`config.mk`:
```
export PLATFORM = sky130hd
export DESIGN_NAME = micro_sequencer
export DESIGN_NICKNAME = d
export VERILOG_FILES = /design/src/rtl/micro_sequencer.sv
export SDC_FILE = /design/constraint.sdc
export NUM_CORES = 1
export LEC_CHECK = 0
export BUFFER_PORTS_ARGS = -buffer_cell sky130_fd_sc_hd__buf_2
export CORE_ASPECT_RATIO = 1.1
export CORE_MARGIN = 2
export CORE_UTILIZATION = 25
export DETAILED_ROUTE_END_ITERATION = 8
export HOLD_SLACK_MARGIN = 0.03
export SLEW_MARGIN = 20
export SYNTH_ARGS = -nofsm -noshare
export SYNTH_HDL_FRONTEND = slang
export SYNTH_SLANG_ARGS = --single-unit
export TNS_END_PERCENT = 20
```
`constraint.sdc`:
```
create_clock -name clk -period 3.7 [get_ports clk]
set_input_delay 0.74 -clock clk [delete_from_list [all_inputs] [get_ports clk]]
set_output_delay 0.74 -clock clk [all_outputs]
set_load 0.02 [all_outputs]
```
`src/rtl/micro_sequencer.sv`:
```
// Microprogrammed control sequencer: 16-entry loadable microprogram with a
// FETCH/EXEC cadence, flag capture and conditional microbranching.
module micro_sequencer #(
    parameter int AW = 4
) (
    input  logic          clk,
    input  logic          reset,
    input  logic          start,
    input  logic          load_en,
    input  logic [AW-1:0] load_addr,
    input  logic [23:0]   load_data,
    input  logic          z,
    input  logic          s,
    input  logic          v,
    input  logic          c,
    output logic [2:0]    A,
    output logic [2:0]    B,
    output logic [2:0]    D,
    output logic [3:0]    F,
    output logic [2:0]    H,
    output logic          we,
    output logic [AW-1:0] upc,
    output logic          busy,
    output logic          halted
);

    // state | meaning
    // IDLE  | after reset, waiting for start; microprogram loadable
    // FETCH | ir <- mem[upc]
    // EXEC  | control word driven from ir; flags/upc updated at closing edge
    // HALT  | stopped by HALT op; loadable, start restarts at 0
    typedef enum logic [1:0] {
        ST_IDLE  = 2'd0,
        ST_FETCH = 2'd1,
        ST_EXEC  = 2'd2,
        ST_HALT  = 2'd3
    } state_t;

    localparam logic [2:0] OP_NEXT = 3'b000;
    localparam logic [2:0] OP_JMP  = 3'b001;
    localparam logic [2:0] OP_JZ   = 3'b010;
    localparam logic [2:0] OP_JS   = 3'b011;
    localparam logic [2:0] OP_JV   = 3'b100;
    localparam logic [2:0] OP_JC   = 3'b101;
    localparam logic [2:0] OP_HALT = 3'b110;

    state_t        state_q, state_d;
    logic [AW-1:0] upc_q, upc_d;
    logic [23:0]   ir_q, ir_d;
    logic [3:0]    flags_q, flags_d;
    logic          busy_q, busy_d;
    logic          halted_q, halted_d;
    logic          mem_we;
    logic          take;

    logic [23:0]   mem_q [0:(2**AW)-1];

    logic [2:0]    ir_op;
    logic [AW-1:0] ir_tgt;
    logic          ir_we;

    assign ir_op  = ir_q[23:21];
    assign ir_tgt = ir_q[17 +: AW];
    assign ir_we  = ir_q[16];

    // Branches test the stored flags {z,s,v,c}, never the live inputs.
    always_comb begin
        take = 1'b0;
        case (ir_op)
            OP_JMP:  take = 1'b1;
            OP_JZ:   take = flags_q[3];
            OP_JS:   take = flags_q[2];
            OP_JV:   take = flags_q[1];
            OP_JC:   take = flags_q[0];
            default: take = 1'b0;
        endcase
    end

    always_comb begin
        state_d = state_q;
        upc_d   = upc_q;
        ir_d    = ir_q;
        flags_d = flags_q;
        mem_we  = 1'b0;
        case (state_q)
            ST_IDLE: begin
                mem_we = load_en;
                if (start) begin
                    state_d = ST_FETCH;
                    upc_d   = '0;
                end
            end
            ST_FETCH: begin
                ir_d    = mem_q[upc_q];
                state_d = ST_EXEC;
            end
            ST_EXEC: begin
                if (ir_we) begin
                    flags_d = {z, s, v, c};
                end
                if (ir_op == OP_HALT) begin
                    state_d = ST_HALT;
                end else begin
                    state_d = ST_FETCH;
                    upc_d   = take ? ir_tgt : upc_q + 1'b1;
                end
            end
            ST_HALT: begin
                mem_we = load_en;
                if (start) begin
                    state_d = ST_FETCH;
                    upc_d   = '0;
                    flags_d = '0;
                end
            end
            default: state_d = ST_IDLE;
        endcase
        busy_d   = (state_d == ST_FETCH) || (state_d == ST_EXEC);
        halted_d = (state_d == ST_HALT);
    end

    always_ff @(posedge clk or posedge reset) begin
        if (reset) begin
            state_q  <= ST_IDLE;
            upc_q    <= '0;
            ir_q     <= '0;
            flags_q  <= '0;
            busy_q   <= 1'b0;
            halted_q <= 1'b0;
        end else begin
            state_q  <= state_d;
            upc_q    <= upc_d;
            ir_q     <= ir_d;
            flags_q  <= flags_d;
            busy_q   <= busy_d;
            halted_q <= halted_d;
        end
    end

    // Microprogram store is deliberately outside the reset domain.
    always_ff @(posedge clk) begin
        if (mem_we) begin
            mem_q[load_addr] <= load_data;
        end
    end

    always_comb begin
        A  = 3'b000;
        B  = 3'b000;
        D  = 3'b000;
        F  = 4'b0000;
        H  = 3'b000;
        we = 1'b0;
        if (state_q == ST_EXEC) begin
            A  = ir_q[15:13];
            B  = ir_q[12:10];
            D  = ir_q[9:7];
            F  = ir_q[6:3];
            H  = ir_q[2:0];
            we = ir_we;
        end
    end

    assign upc    = upc_q;
    assign busy   = busy_q;
    assign halted = halted_q;

endmodule

```
==> reports/results.tsv, run 1 <==
stage	metric	value	unit
sta	timing.fmax	345	MHz
clocking	clk_path_buf_depth	3	
synthesis	synth_cell_types	44	
clocking	cts_tree	done	
clocking	cts.sinks	420	
clocking	cts_htree_levels	2	
grt	grt_max_degree	39	
die	core-area	0.0649	mm2
grt	grt_overflow	0	
route	wl_per_cell	21.0	um
die	die_h	272	um
die	rows	98	
route	vias	8085	
route	first_iter_violations	565	
grt	track_usage	11.0	%
die	dieArea	0.0675	mm2
power	ir_drop	0.417	mV
critical_path	reg2reg_from	state_q[0]	
clocking	holdBufCountCts	0	
synthesis	synth.avg_cell_area	20.4	um2
cells_and_area	areaGrowthSynthToFinish	17.4	%
sta	fin_crit	2.90	ns
place	hpwl	22300	um
sta	setup_tns	0	ns
clocking	post-cts-setup-buffers	0	
cells_and_area	fillCellCount	6251	
place	routabilityCongestion	0.764	
critical_path	crit_arrival	2.16	ns
sta	worst_slew_pin_slew	1.03	ns
place	port_buffers	58	
cells_and_area	ff_latch_area	0.0124	mm2
power	power	13200	uW
die	chipWidth	248	um
route	drt-pass1-iter-count	4	
cells_and_area	final_nets	928	
grt	grt_pass1_wl	55500	um
grt	antenna_found_initial	6	
route	drc	0	
route	ant_nets	0	
cells_and_area	drive_above_1_share	29.4	%
power	power_leakage	0.00605	uW
synthesis	synthesis.area	0.0164	mm2
route	viasPerCell	4.57	
power	powerDensity	689	mW/mm2
status	status	complete, no violations	
critical_path	critPathLaunchType	register	
synthesis	synth-seq-cells	420	
critical_path	critPathKind	reg -> out	
route	wl	37200	um
critical_path	r2r_end	mem_q[5][21]	
clocking	clk_pin_slew	0.06	ns
synthesis	synth_edf_count	384	
clocking	cts_buffers	42	
critical_path	crit_fanout	12	
synthesis	synth.net_count	844	
cells_and_area	multi_input_comb_area	0.00376	mm2
synthesis	ys_seq_area_share	76.0	%
sta	slew_headroom	31.2	%
clocking	cts-root-buf	clkbuf_16	
synthesis	async_flop_share	8.57	%
min_path	hp-class	in -> async	
critical_path	regToRegSetupSlack	1.16	ns
critical_path	reg2reg_depth	6	
synthesis	synthCells	802	
synthesis	synthFlopType	edfxtp_1	
clocking	cts_resized	0	
sta	hold_viol	0	
sta	fin_skew	0.0225	ns
sta	finalCritPeriodShare	78.4	%
critical_path	crit_required	2.96	ns
critical_path	end_kind	primary output	
flow_run	drv_cap	0	
die	start_util	25.2	%
sta	rsz0062_at_grt	false	
cells_and_area	diodes	0	
sta	finalSetupViolations	0	
clocking	clkLatencyLatePin	0.54	ns
die	io_pins	59	
sta	final_max_slew_viol_count	0	
grt	grt_pass1_vias	8406	
synthesis	yosys_warnings	0	
final cells by class:
cell class / count / area share [%]
clock buffer: 58 / 6.16
clock inverter: 19 / 1.04
inverter: 6 / 0.117
multi-input combinational: 333 / 19.6
sequential: 420 / 64.8
tap: 850 / 5.54
timing repair buffer: 83 / 2.69
worst max-delay path, stage by stage, from the launching register on:
cell and delay [ns]:
dfrtp_1 0.43, inv_1 0.08, ha_1 0.47, buf_4 0.33, and2_1 0.16, buf_2 0.16
worst max-delay path by stage:
stage                          start      endpoint  slack [ns]  cells after the start
after global placement    state_q[0]  mem_q[3][18]        1.24                      6
after detailed placement  state_q[0]  mem_q[15][7]        1.19                      4
after floorplan           state_q[0]   mem_q[0][0]        0.37                      5
after global routing      state_q[0]          F[2]        0.61                      5
final                     state_q[0]          H[2]        0.80                      5
after CTS                 state_q[0]          F[2]        0.72                      5
power by group:
part,leakage (uW),internal (uW),switching [uW]
clock network,0.000679,2520,1710
registers,0.00387,5500,457
logic,0.00150,1400,1640
cells by family (layout without fill, tap and decap cells):
logic type / Yosys count / in the layout / share of synthesized area, %
mux: 143 / 143 / 14.5
flops: 420 / 420 / 76.0
fa+ha+maj: 6 / 6 / 0.459
compound gates: 106 / 106 / 4.77
buf+inv: 49 / 166 / 1.65
simple gates: 78 / 78 / 2.58
placed cells by master, fill, tap and decap left out, drive strengths merged, types with 6 or more instances in the layout:
cell type    n
nand2b       8
buf         83
mux4        74
dfrtp       36
inv          7
and2        18
nand2       15
a21oi       19
clkinv      12
clkbuf      58
ha           6
a31oi       11
mux2        13
mux2i       56
edfxtp     384
nor2        15
o22ai       46
o32ai       11
cell usage after synthesis, types with 6 or more instances:
library cell | number | area share (%)
a21oi_1 | 19 | 0.58
inv_1 | 6 | 0.14
and2_1 | 18 | 0.69
nand2_1 | 15 | 0.34
mux4_2 | 74 | 10
a31oi_1 | 11 | 0.42
o32ai_1 | 11 | 0.59
nand2b_1 | 8 | 0.31
mux2i_1 | 56 | 3.4
buf_2 | 14 | 0.43
ha_1 | 6 | 0.46
edfxtp_1 | 384 | 71
clkbuf_1 | 13 | 0.30
nor2_1 | 15 | 0.34
o22ai_1 | 37 | 1.4
dfrtp_1 | 36 | 5.5
o22ai_2 | 9 | 0.69
buf_4 | 8 | 0.37
mux2_2 | 13 | 0.90
through the flow:
stage	util [%]	setup slack (ns)	hold slack, ns	cell area (um2)	cells
5_1_grt	29.6	0.608	0.473	19200	1769
4_1_cts	29.6	0.724	0.411	19200	1769
2_1_floorplan	-	0.369	0.464	16400	802
6_report	29.6	0.798	0.411	19200	1769
3_5_place_dp	27.5	1.19	0.491	17800	1692
3_3_place_gp	27.5	1.24	0.485	17800	1692
flip-flops by register name, summed over array words and instances, names as in the netlist:
register  count
upc           4
flags_q       4
halted        1
state_q       2
busy          1
mem_q       384
ir_q         24
layer usage:
| layer | vias up | GRT usage (%) | routed length [um] |
|---|---|---|---|
| met5 | - | 0 | 57 |
| met1 | 4309 | 14.9 | 16600 |
| met4 | 10 | 2.98 | 782 |
| li1 | 3485 | - | - |
| met3 | 67 | 1.85 | 1780 |
| met2 | 214 | 18.2 | 18000 |
(Power assumes the default switching activity.)
==> inputs of run 2 (changes only) <==
--- a/config.mk
+++ b/config.mk
@@ -5,6 +5,7 @@
 export SDC_FILE = /design/constraint.sdc
 export NUM_CORES = 1
 export LEC_CHECK = 0
+export ABC_AREA = 1
 export BUFFER_PORTS_ARGS = -buffer_cell sky130_fd_sc_hd__buf_2
 export CORE_ASPECT_RATIO = 1.1
 export CORE_MARGIN = 2
==> constraint.sdc (replaced) <==
create_clock -name clk -period 2.8 [get_ports clk]
set_input_delay 0.56 -clock clk [delete_from_list [all_inputs] [get_ports clk]]
set_output_delay 0.56 -clock clk [all_outputs]
set_load 0.02 [all_outputs]
==> reports/results.tsv, run 2 <==
stage	metric	value	unit	change
status	status	complete, no violations		
sta	fin_skew	0.0153	ns	-0.00718 ns
flow_run	drv_cap	0		unchanged
place	hpwl	28000	um	+25%
grt	grt_pass1_wl	70100	um	+26%
clocking	clkLatencyLatePin	0.55	ns	about the same
synthesis	synth_edf_count	384		unchanged
sta	finalCritPeriodShare	92.5	%	
sta	finalSetupViolations	0		unchanged
place	place_area	0.0193	mm2	+8.1%
clocking	holdBufCountCts	0		unchanged
route	drt-pass1-iter-count	6		+2
critical_path	crit_required	2.24	ns	-0.72 ns
power	power_leakage	0.00842	uW	+39%
die	rows	102		+4.1%
clocking	clk_pin_slew	0.07	ns	about the same
clocking	cts_htree_levels	2		unchanged
route	wl_per_cell	16.7	um	-21%
clocking	cts.sinks	420		unchanged
sta	hold_viol	0		unchanged
grt	grt_pass1_vias	11800		+41%
synthesis	yosysMostFrequentCell	nand2_1		
grt	grt_overflow	0		unchanged
critical_path	critPathLaunchType	register		
synthesis	synth.net_count	1721		+100%
critical_path	critPathKind	reg -> out		
die	die_h	283	um	+4.1%
route	drc	0		unchanged
synthesis	synth_top_area_share	65.0	%	-5.5 points
clocking	post-cts-setup-buffers	0		unchanged
sta	timing.hold.ws	0.220	ns	-0.191 ns
route	ant_nets	0		unchanged
route	vias	11700		+45%
cells_and_area	drive_above_1_share	10.5	%	-19 points
critical_path	crit_arrival	2.03	ns	-0.13 ns
place	port_buffers	58		unchanged
grt	track_usage	12.3	%	+1.3 points
synthesis	synthFlopType	edfxtp_1		
critical_path	end_kind	primary output		
sta	rsz0062_at_grt	false		
place	routabilityCongestion	0.846		+11%
synthesis	synth_cell_types	23		-48%
clocking	clk_path_buf_depth	3		unchanged
cells_and_area	regMostFlops	mem_q		
sta	final_max_slew_viol_count	0		unchanged
power	powerDensity	921	mW/mm2	+34%
sta	setup_tns	0	ns	unchanged
sta	slew_headroom	36.9	%	+5.8 points
synthesis	yosys.area.top_type	edfxtp_1		
power	ir_drop	0.558	mV	+34%
critical_path	crit_fanout	56		+44
synthesis	synthCells	1679		+110%
synthesis	synth.avg_cell_area	10.6	um2	-48%
cells_and_area	multi_input_comb_area	0.00429	mm2	+14%
route	viasPerCell	4.33		-5.2%
cells_and_area	diodes	0		unchanged
cells_and_area	fillCellCount	7132		+14%
synthesis	synth_common_cells	nand2_1, edfxtp_1, nand3_1		
die	dieArea	0.0731	mm2	+8.3%
synthesis	synth-seq-cells	420		unchanged
die	core-area	0.0703	mm2	+8.4%
synthesis	yosys_warnings	0		unchanged
synthesis	async_flop_share	8.57	%	unchanged
min_path	hp-class	in -> async		
cells_and_area	final_nets	1775		+91%
grt	grt_max_degree	101		+160%
synthesis	ys_seq_area_share	70.1	%	-5.9 points
route	wl	45100	um	+21%
cells_and_area	final_util	29.3	%	-0.30 points
clocking	cts_resized	0		unchanged
sta	fin_crit	2.59	ns	
cells_and_area	largest_reg_flops	384		unchanged
synthesis	synthesis.area	0.0177	mm2	+8.5%
clocking	cts_tree	done		
sta	timing.fmax	386	MHz	
clocking	cts-root-buf	clkbuf_16		
clocking	cts_buffers	42		unchanged
route	first_iter_violations	1022		+81%
cells_and_area	final_common_cell	nand2_1		
cells_and_area	areaGrowthSynthToFinish	16.1	%	
synthesis	yosys-top-cells-area	edfxtp_1, nand2_1, nand3_1, dfrtp_1, inv_1		
cells_and_area	final_area	0.0206	mm2	+7.3%
die	io_pins	59		unchanged
sta	worst_slew_pin_slew	0.945	ns	-0.0850 ns
grt	antenna_found_initial	4		-2
cells_and_area	reg_top3	mem_q x384, ir_q x24		
cells_and_area	ff_latch_area	0.0124	mm2	about the same
die	chipWidth	258	um	+4.1%
cells_and_area	mostFrequentLayoutCells	nand2_1, edfxtp_1, nand3_1, inv_1, buf_2		
die	start_util	25.2	%	about the same
==> run 2: changes by cell type after synthesis, sizes merged, moves of 46 or more <==
cell	previous run	this run
mux4	74	0
nand3	1	274
mux2i	56	0
nand2	15	663
o22ai	46	0
inv	6	184
==> run 2: per-stage QoR <==
stage	setup WS, ns	instances	total power (uW)
floorplan	0.348	1679	11600
global placement	0.531	2625	13500
detailed placement	0.499	2625	13600
CTS	0.181	2700	19200
global route	0.107	2700	20100
finish	0.209	2700	19000
==> run 2: final cells by class <==
cell class | instances | area share, %
timing repair buffer | 96 | 3.22
tap | 936 | 5.69
inverter | 184 | 3.37
clock inverter | 23 | 0.917
sequential | 420 | 60.4
clock buffer | 52 | 5.60
multi-input combinational | 989 | 20.8
==> run 2: cell families (layout without fill, tap and decap cells) <==
family,after synthesis,count (layout),share of synthesized area [%]
DFF,420,420,70.1
buffers and inverters,270,355,6.41
adders and majority gates,6,6,0.423
AOI/OAI and AO/OA,12,12,0.353
and+or+nand+nor,969,969,22.6
xor gates and xnor gates,2,2,0.0988
==> run 2: worst paths after layout <==
path | start | end | slack [ns] | cells past startpoint
worst max register to register | state_q[0] | mem_q[12][9] | 0.55 | 7
worst max-delay path | upc[0] | upc[0] | 0.21 | 2
worst min register to register | ir_q[19] | ir_q[19] | 0.49 | 2
max in group asynchronous | reset | ir_q[12] | 1.84 | 3
worst min-delay path | reset | flags_q[1] | 0.22 | 2
min in group clk | start | state_q[1] | 0.28 | 2
==> run 2: worst max-delay path, stage by stage (launching register included) <==
cell and delay, ns:
dfrtp_4 0.59, buf_4 0.56, buf_2 0.29
==> run 2: metal layers <==
metal  up-vias  track usage (%)  wire length (um)
met5         -                0                42
met1      5656             15.4             18800
met3        96             2.42              2720
met2       330             20.7             21600
met4         8             5.17              1920
li1       5607                -                 -
==> run 2: report_power, final <==
part           internal (uW)  switching, uW
sequential              7270            255
combinational           1710           4230
clock                   3190           2310
